[src/rtl/sar_pkg.sv]
// Shared types and defaults for the successive-approximation controller.
// Latency: none (declarations only).
// Backpressure: not applicable.
package sar_pkg;

  typedef enum logic [1:0] {
    IDLE   = 2'd0,
    TEST   = 2'd1,
    FINISH = 2'd2
  } sar_state_t;

  localparam int SAR_WIDTH  = 4;
  localparam int SAR_SETTLE = 0;
  localparam int SAR_CNT_W  = 3;

endpackage

[src/rtl/sar_settle_cnt.sv]
// Down-counter that holds each trial word for a programmable number of extra cycles.
// Latency: load/decrement take effect on the next clock; zero is combinational from the count.
// Backpressure: none; load has priority over decrement.
module sar_settle_cnt
  import sar_pkg::*;
#(
  parameter int CW = SAR_CNT_W
) (
  input  logic          clk,
  input  logic          rst_n,
  input  logic          load,
  input  logic [CW-1:0] load_val,
  input  logic          dec,
  output logic          zero
);

  logic [CW-1:0] cnt;

  // Reload at the start of each bit, otherwise count down toward the sample cycle.
  always_ff @(posedge clk or negedge rst_n) begin
    if (!rst_n) begin
      cnt <= '0;
    end else if (load) begin
      cnt <= load_val;
    end else if (dec && (cnt != '0)) begin
      cnt <= cnt - 1'b1;
    end
  end

  assign zero = (cnt == '0);

endmodule

[src/rtl/sar_ctrl4.sv]
// Successive-approximation controller driving an external unsigned >= comparator.
// Latency: DONE/RESULT appear WIDTH*(SETTLE+1)+1 cycles after the START edge.
// Backpressure: none; START is ignored while BUSY, so conversions never queue.
module sar_ctrl4
  import sar_pkg::*;
#(
  parameter int WIDTH  = SAR_WIDTH,
  parameter int SETTLE = SAR_SETTLE
) (
  input  logic             CLK,
  input  logic             RESETN,
  input  logic             START,
  input  logic             GE,
  output logic [WIDTH-1:0] TRIAL,
  output logic             BUSY,
  output logic             DONE,
  output logic [WIDTH-1:0] RESULT
);

  localparam logic [WIDTH-1:0]     MSB_ONLY = {1'b1, {(WIDTH-1){1'b0}}};
  localparam logic [SAR_CNT_W-1:0] SETTLE_V = SAR_CNT_W'(SETTLE);

  sar_state_t       state;
  logic [WIDTH-1:0] acc;
  logic [WIDTH-1:0] mask;
  logic             settle_load;
  logic             settle_dec;
  logic             settle_zero;
  logic             sample_now;

  // A bit is decided only once its settle window has expired.
  always_comb begin
    sample_now  = (state == TEST) && settle_zero;
    settle_load = ((state == IDLE) && START) || (sample_now && !mask[0]);
    settle_dec  = (state == TEST) && !settle_zero;
  end

  sar_settle_cnt #(
    .CW(SAR_CNT_W)
  ) u_settle (
    .clk      (CLK),
    .rst_n    (RESETN),
    .load     (settle_load),
    .load_val (SETTLE_V),
    .dec      (settle_dec),
    .zero     (settle_zero)
  );

  // Conversion sequencer: walks the mask from MSB to LSB, keeping bits the comparator accepts.
  always_ff @(posedge CLK or negedge RESETN) begin
    if (!RESETN) begin
      state  <= IDLE;
      acc    <= '0;
      mask   <= '0;
      BUSY   <= 1'b0;
      DONE   <= 1'b0;
      RESULT <= '0;
    end else begin
      case (state)
        IDLE: begin
          DONE <= 1'b0;
          if (START) begin
            acc   <= '0;
            mask  <= MSB_ONLY;
            BUSY  <= 1'b1;
            state <= TEST;
          end
        end
        TEST: begin
          if (sample_now) begin
            if (GE) begin
              acc <= acc | mask;
            end
            if (mask[0]) begin
              // RESULT takes the final bit directly so it is valid in the FINISH cycle with DONE.
              RESULT <= GE ? (acc | mask) : acc;
              DONE   <= 1'b1;
              state  <= FINISH;
            end else begin
              mask <= mask >> 1;
            end
          end
        end
        FINISH: begin
          DONE  <= 1'b0;
          BUSY  <= 1'b0;
          mask  <= '0;
          state <= IDLE;
        end
        default: begin
          DONE  <= 1'b0;
          BUSY  <= 1'b0;
          state <= IDLE;
        end
      endcase
    end
  end

  assign TRIAL = (state == TEST) ? (acc | mask) : '0;

endmodule

[config.mk]
export PLATFORM = sky130hd
export DESIGN_NAME = sar_ctrl4
export DESIGN_NICKNAME = d
export VERILOG_FILES = /design/src/rtl/sar_pkg.sv /design/src/rtl/sar_settle_cnt.sv /design/src/rtl/sar_ctrl4.sv
export SDC_FILE = /design/constraint.sdc
export NUM_CORES = 1
export LEC_CHECK = 0
export CAP_MARGIN = 20
export CORE_MARGIN = 4
export CORE_UTILIZATION = 55
export DETAILED_ROUTE_END_ITERATION = 10
export PLACE_DENSITY_LB_ADDON = 0.25
export SYNTH_ARGS = -nofsm -noshare
export SYNTH_HDL_FRONTEND = slang
export SYNTH_SLANG_ARGS = --single-unit
[constraint.sdc]
create_clock -name CLK -period 2.6 [get_ports CLK]
set_input_delay 0.52 -clock CLK [delete_from_list [all_inputs] [get_ports CLK]]
set_output_delay 0.52 -clock CLK [all_outputs]
set_load 0.02 [all_outputs]
==> flow_summary.yaml <==
synth:
  synth_adder_area_share_pct: 9.22
  synth_compound_area_share_pct: 17.4
  async_flop_share_pct: 100
  ys.flop_type: "dfrtp_1"
  ys_ff_latch: 19
  synth_top_family_by_area: "compound AO/OA/AOI/OAI gates"
  synthXorXnorAreaFrac_pct: 0
  synthCells: 89
  netlist_area_sq_um: 950
  ys_types: 27
  yosys_warnings: 0
  ys_seq_area_share_pct: 50.1
  synth-edff-count: 0
  syn_area_per_cell_sq_um: 10.7
  syn_nets: 100
  synth-simple-area-share_pct: 15.7
  synth_mux_area_share_pct: 4.48
power_and_ir_drop:
  ir_drop_uv: 673
  p_per_area_mw_per_mm2: 1060
  p_leak_nw: 0.551
  power_w: 0.00120
grt:
  grt-ovfl-total: 0
  grt_pass1_wl_mm: 3.20
  grtUsageTotal_pct: 17.2
  antenna_found_initial: 0
  grt_pass1_vias: 684
  grt_max_degree: 20
critical_path:
  reg2reg_depth: 5
  arrival_ns: 1.95
  required_ns: 2.08
  critPathBufInv: 2
  start_kind: "flip-flop"
  critical_path.cell_chain: "inv_1 > ha_1 > o21a_1 > clkdlybuf4s50_1"
  path_class: "flip-flop to primary output"
  slowest_delay_ns: 0.60
  cp_num_cells: 4
  endpoint_kind: "primary output"
  critPathTopFamily: "buffers and inverters"
  cp_max_fo: 8
  critPathSlowestCell: "clkdlybuf4s50_1"
sta:
  fmax_mhz: 405
  report.final.slew_viol_count: 0
  rsz0062_at_grt: "no"
  fin_skew_ns: 0.00207
  fin_setup_tns_ns: 0
  fin_crit_ns: 2.47
  slew_headroom_pct: 68.0
  hold_viol: 0
  finalSetupViolCount: 0
  worst_pin_slew_ns: 0.479
  min_period_over_period_pct: 95.0
clock_tree:
  cts_tree: "yes"
  cts_buffer_depth: 2
  h-tree-depth: 1
  post_cts_buffers: 0
  clock-root-buffer: "clkbuf_4"
  cts_buffers: 3
  cts.sinks: 19
  hold_buffers: 0
  clkTransAtPathRegs_ns: 0.11
  clkLatencyLatePin_ns: 0.30
  cts_resized: 0
cells_and_area:
  fin_util_pct: 72.0
  fin_nets: 118
  layout-area-overhead-vs-synth_pct: 19.5
  drive_above_1_share_pct: 8.49
  nFillCells: 121
  diodes: 0
floorplan:
  row_count: 14
  die_x_um: 49.6
  initial_core_util_pct: 60.2
  core-area_sq_mm: 0.00158
  io_pins: 14
  dieArea_sq_mm: 0.00246
  die_y_um: 49.6
detailed_routing:
  drt_iter0_markers: 7
  routed_wl_mm: 1.77
  wire_per_inst_um: 14.5
  drc_errors: 0
  dr.pass1.iters: 4
  viasPerCell: 5.57
  vias: 680
  antenna_left: 0
placement:
  dpl.hpwl_mm: 1.32
  io_buffers: 13
  gp_congestion: 0.753
worst_hold_path:
  hp-class: "flip-flop to flip-flop"
  hold_path_depth: 2
job:
  maxCapViolCount: 0
run_status:
  outcome: "finished clean"
-- per-layer routing --
layer	vias up	wire, um	GRT usage, %
li1	349	-	-
met5	-	0	0
met1	313	869	21.8
met4	0	24	6.91
met2	13	793	26.9
met3	5	84	5.42
-- worst paths after layout --
kind / from / end / slack (ns)
setup / recovery: state[1]$_DFFE_PN0P_ / TRIAL[2] / 0.13
hold / removal: RESULT[1]$_DFFE_PN0P_ / RESULT[1]$_DFFE_PN0P_ / 0.49
setup reg to reg: u_settle.cnt[0]$_DFFE_PN0P_ / mask[2]$_DFFE_PN0P_ / 0.82
hold reg to reg: RESULT[1]$_DFFE_PN0P_ / RESULT[1]$_DFFE_PN0P_ / 0.49
max in group asynchronous: RESETN / acc[2]$_DFFE_PN0P_ / 1.86
min in group asynchronous: RESETN / u_settle.cnt[2]$_DFFE_PN0P_ / 0.54
-- cell type report --
type	instances	area, sq um	share of cell area (%)
clock buffers	3	22.5	1.98
clock inverters	1	5.00	0.441
multi-input cells	62	444	39.1
flip-flops and latches	19	475	41.9
inverters	6	22.5	1.98
well taps	16	20.0	1.76
repair buffers	15	145	12.8
-- cell usage after synthesis, types with 2 or more instances --
library cell,n,area [sq um]
inv_1,6,22.5
dfrtp_1,19,475
nand2_1,12,45.0
a22o_1,6,52.6
mux2_2,2,22.5
nor2b_1,2,12.5
nor2_1,3,11.3
o21a_1,4,30.0
clkbuf_1,2,7.51
mux2i_1,2,20.0
a21oi_1,4,20.0
o21ai_0,4,20.0
ha_1,7,87.6
nand3b_1,2,15.0
nand2b_1,2,12.5
-- metrics by stage --
step / worst slack [ns] / area [sq um] / cells / hold slack (ns)
global route: 0.0137 / 1130 / 122 / 0.510
finish: 0.129 / 1130 / 122 / 0.490
floorplan: 0.733 / 950 / 89 / 0.224
detailed placement: 0.493 / 1110 / 118 / 0.469
CTS: 0.151 / 1130 / 122 / 0.494
global placement: 0.527 / 1110 / 118 / 0.462
-- registers in the layout, indices dropped and copies added, names as in the netlist --
signal / cells
BUSY: 1
RESULT: 4
DONE: 1
acc: 4
u_settle.cnt: 3
mask: 4
state: 2
-- cell usage in the layout, fill, tap and decap left out --
cell type,netlist,final
a21oi_1,4,4
nor2b_1,2,2
o22a_1,1,1
nand4b_1,1,1
nor2_1,3,3
nand2b_1,2,2
o21ai_0,4,4
or3b_1,1,1
buf_4,0,2
nor4_1,1,1
or2_2,1,1
o22ai_1,1,1
clkbuf_4,0,3
and2_1,1,1
dfrtp_1,19,19
o32ai_1,1,1
mux2_2,2,2
a211o_1,1,1
o32a_1,1,1
mux2i_1,2,2
clkinv_2,0,1
ha_1,7,7
clkdlybuf4s50_1,0,13
nand2_1,12,12
o21a_1,4,4
nor4b_1,1,1
inv_1,6,6
nand3b_1,2,2
a22o_1,6,6
nor3b_1,1,1
-- power by group --
group          switching [W]  total (W)  leakage (nW)  internal [W]
clock network      0.0000931   0.000151        0.0177     0.0000574
logic               0.000307   0.000588         0.298      0.000281
registers          0.0000753   0.000463         0.235      0.000388
total               0.000475    0.00120         0.551      0.000727
-- worst register-to-register path, cell delays in order (launching register included) --
cell and delay, ns:
dfrtp_1 0.40, inv_1 0.10, ha_1 0.27, or3b_1 0.37, a211o_1 0.35, a22o_1 0.19
-- cell families (layout without fill, tap and decap cells) --
logic type | Yosys count | count (layout)
buf+inv | 8 | 25
simple gates | 28 | 28
compound gates | 23 | 23
mux | 4 | 4
fa+ha+maj | 7 | 7
flops | 19 | 19
(Power assumes the default switching activity.)
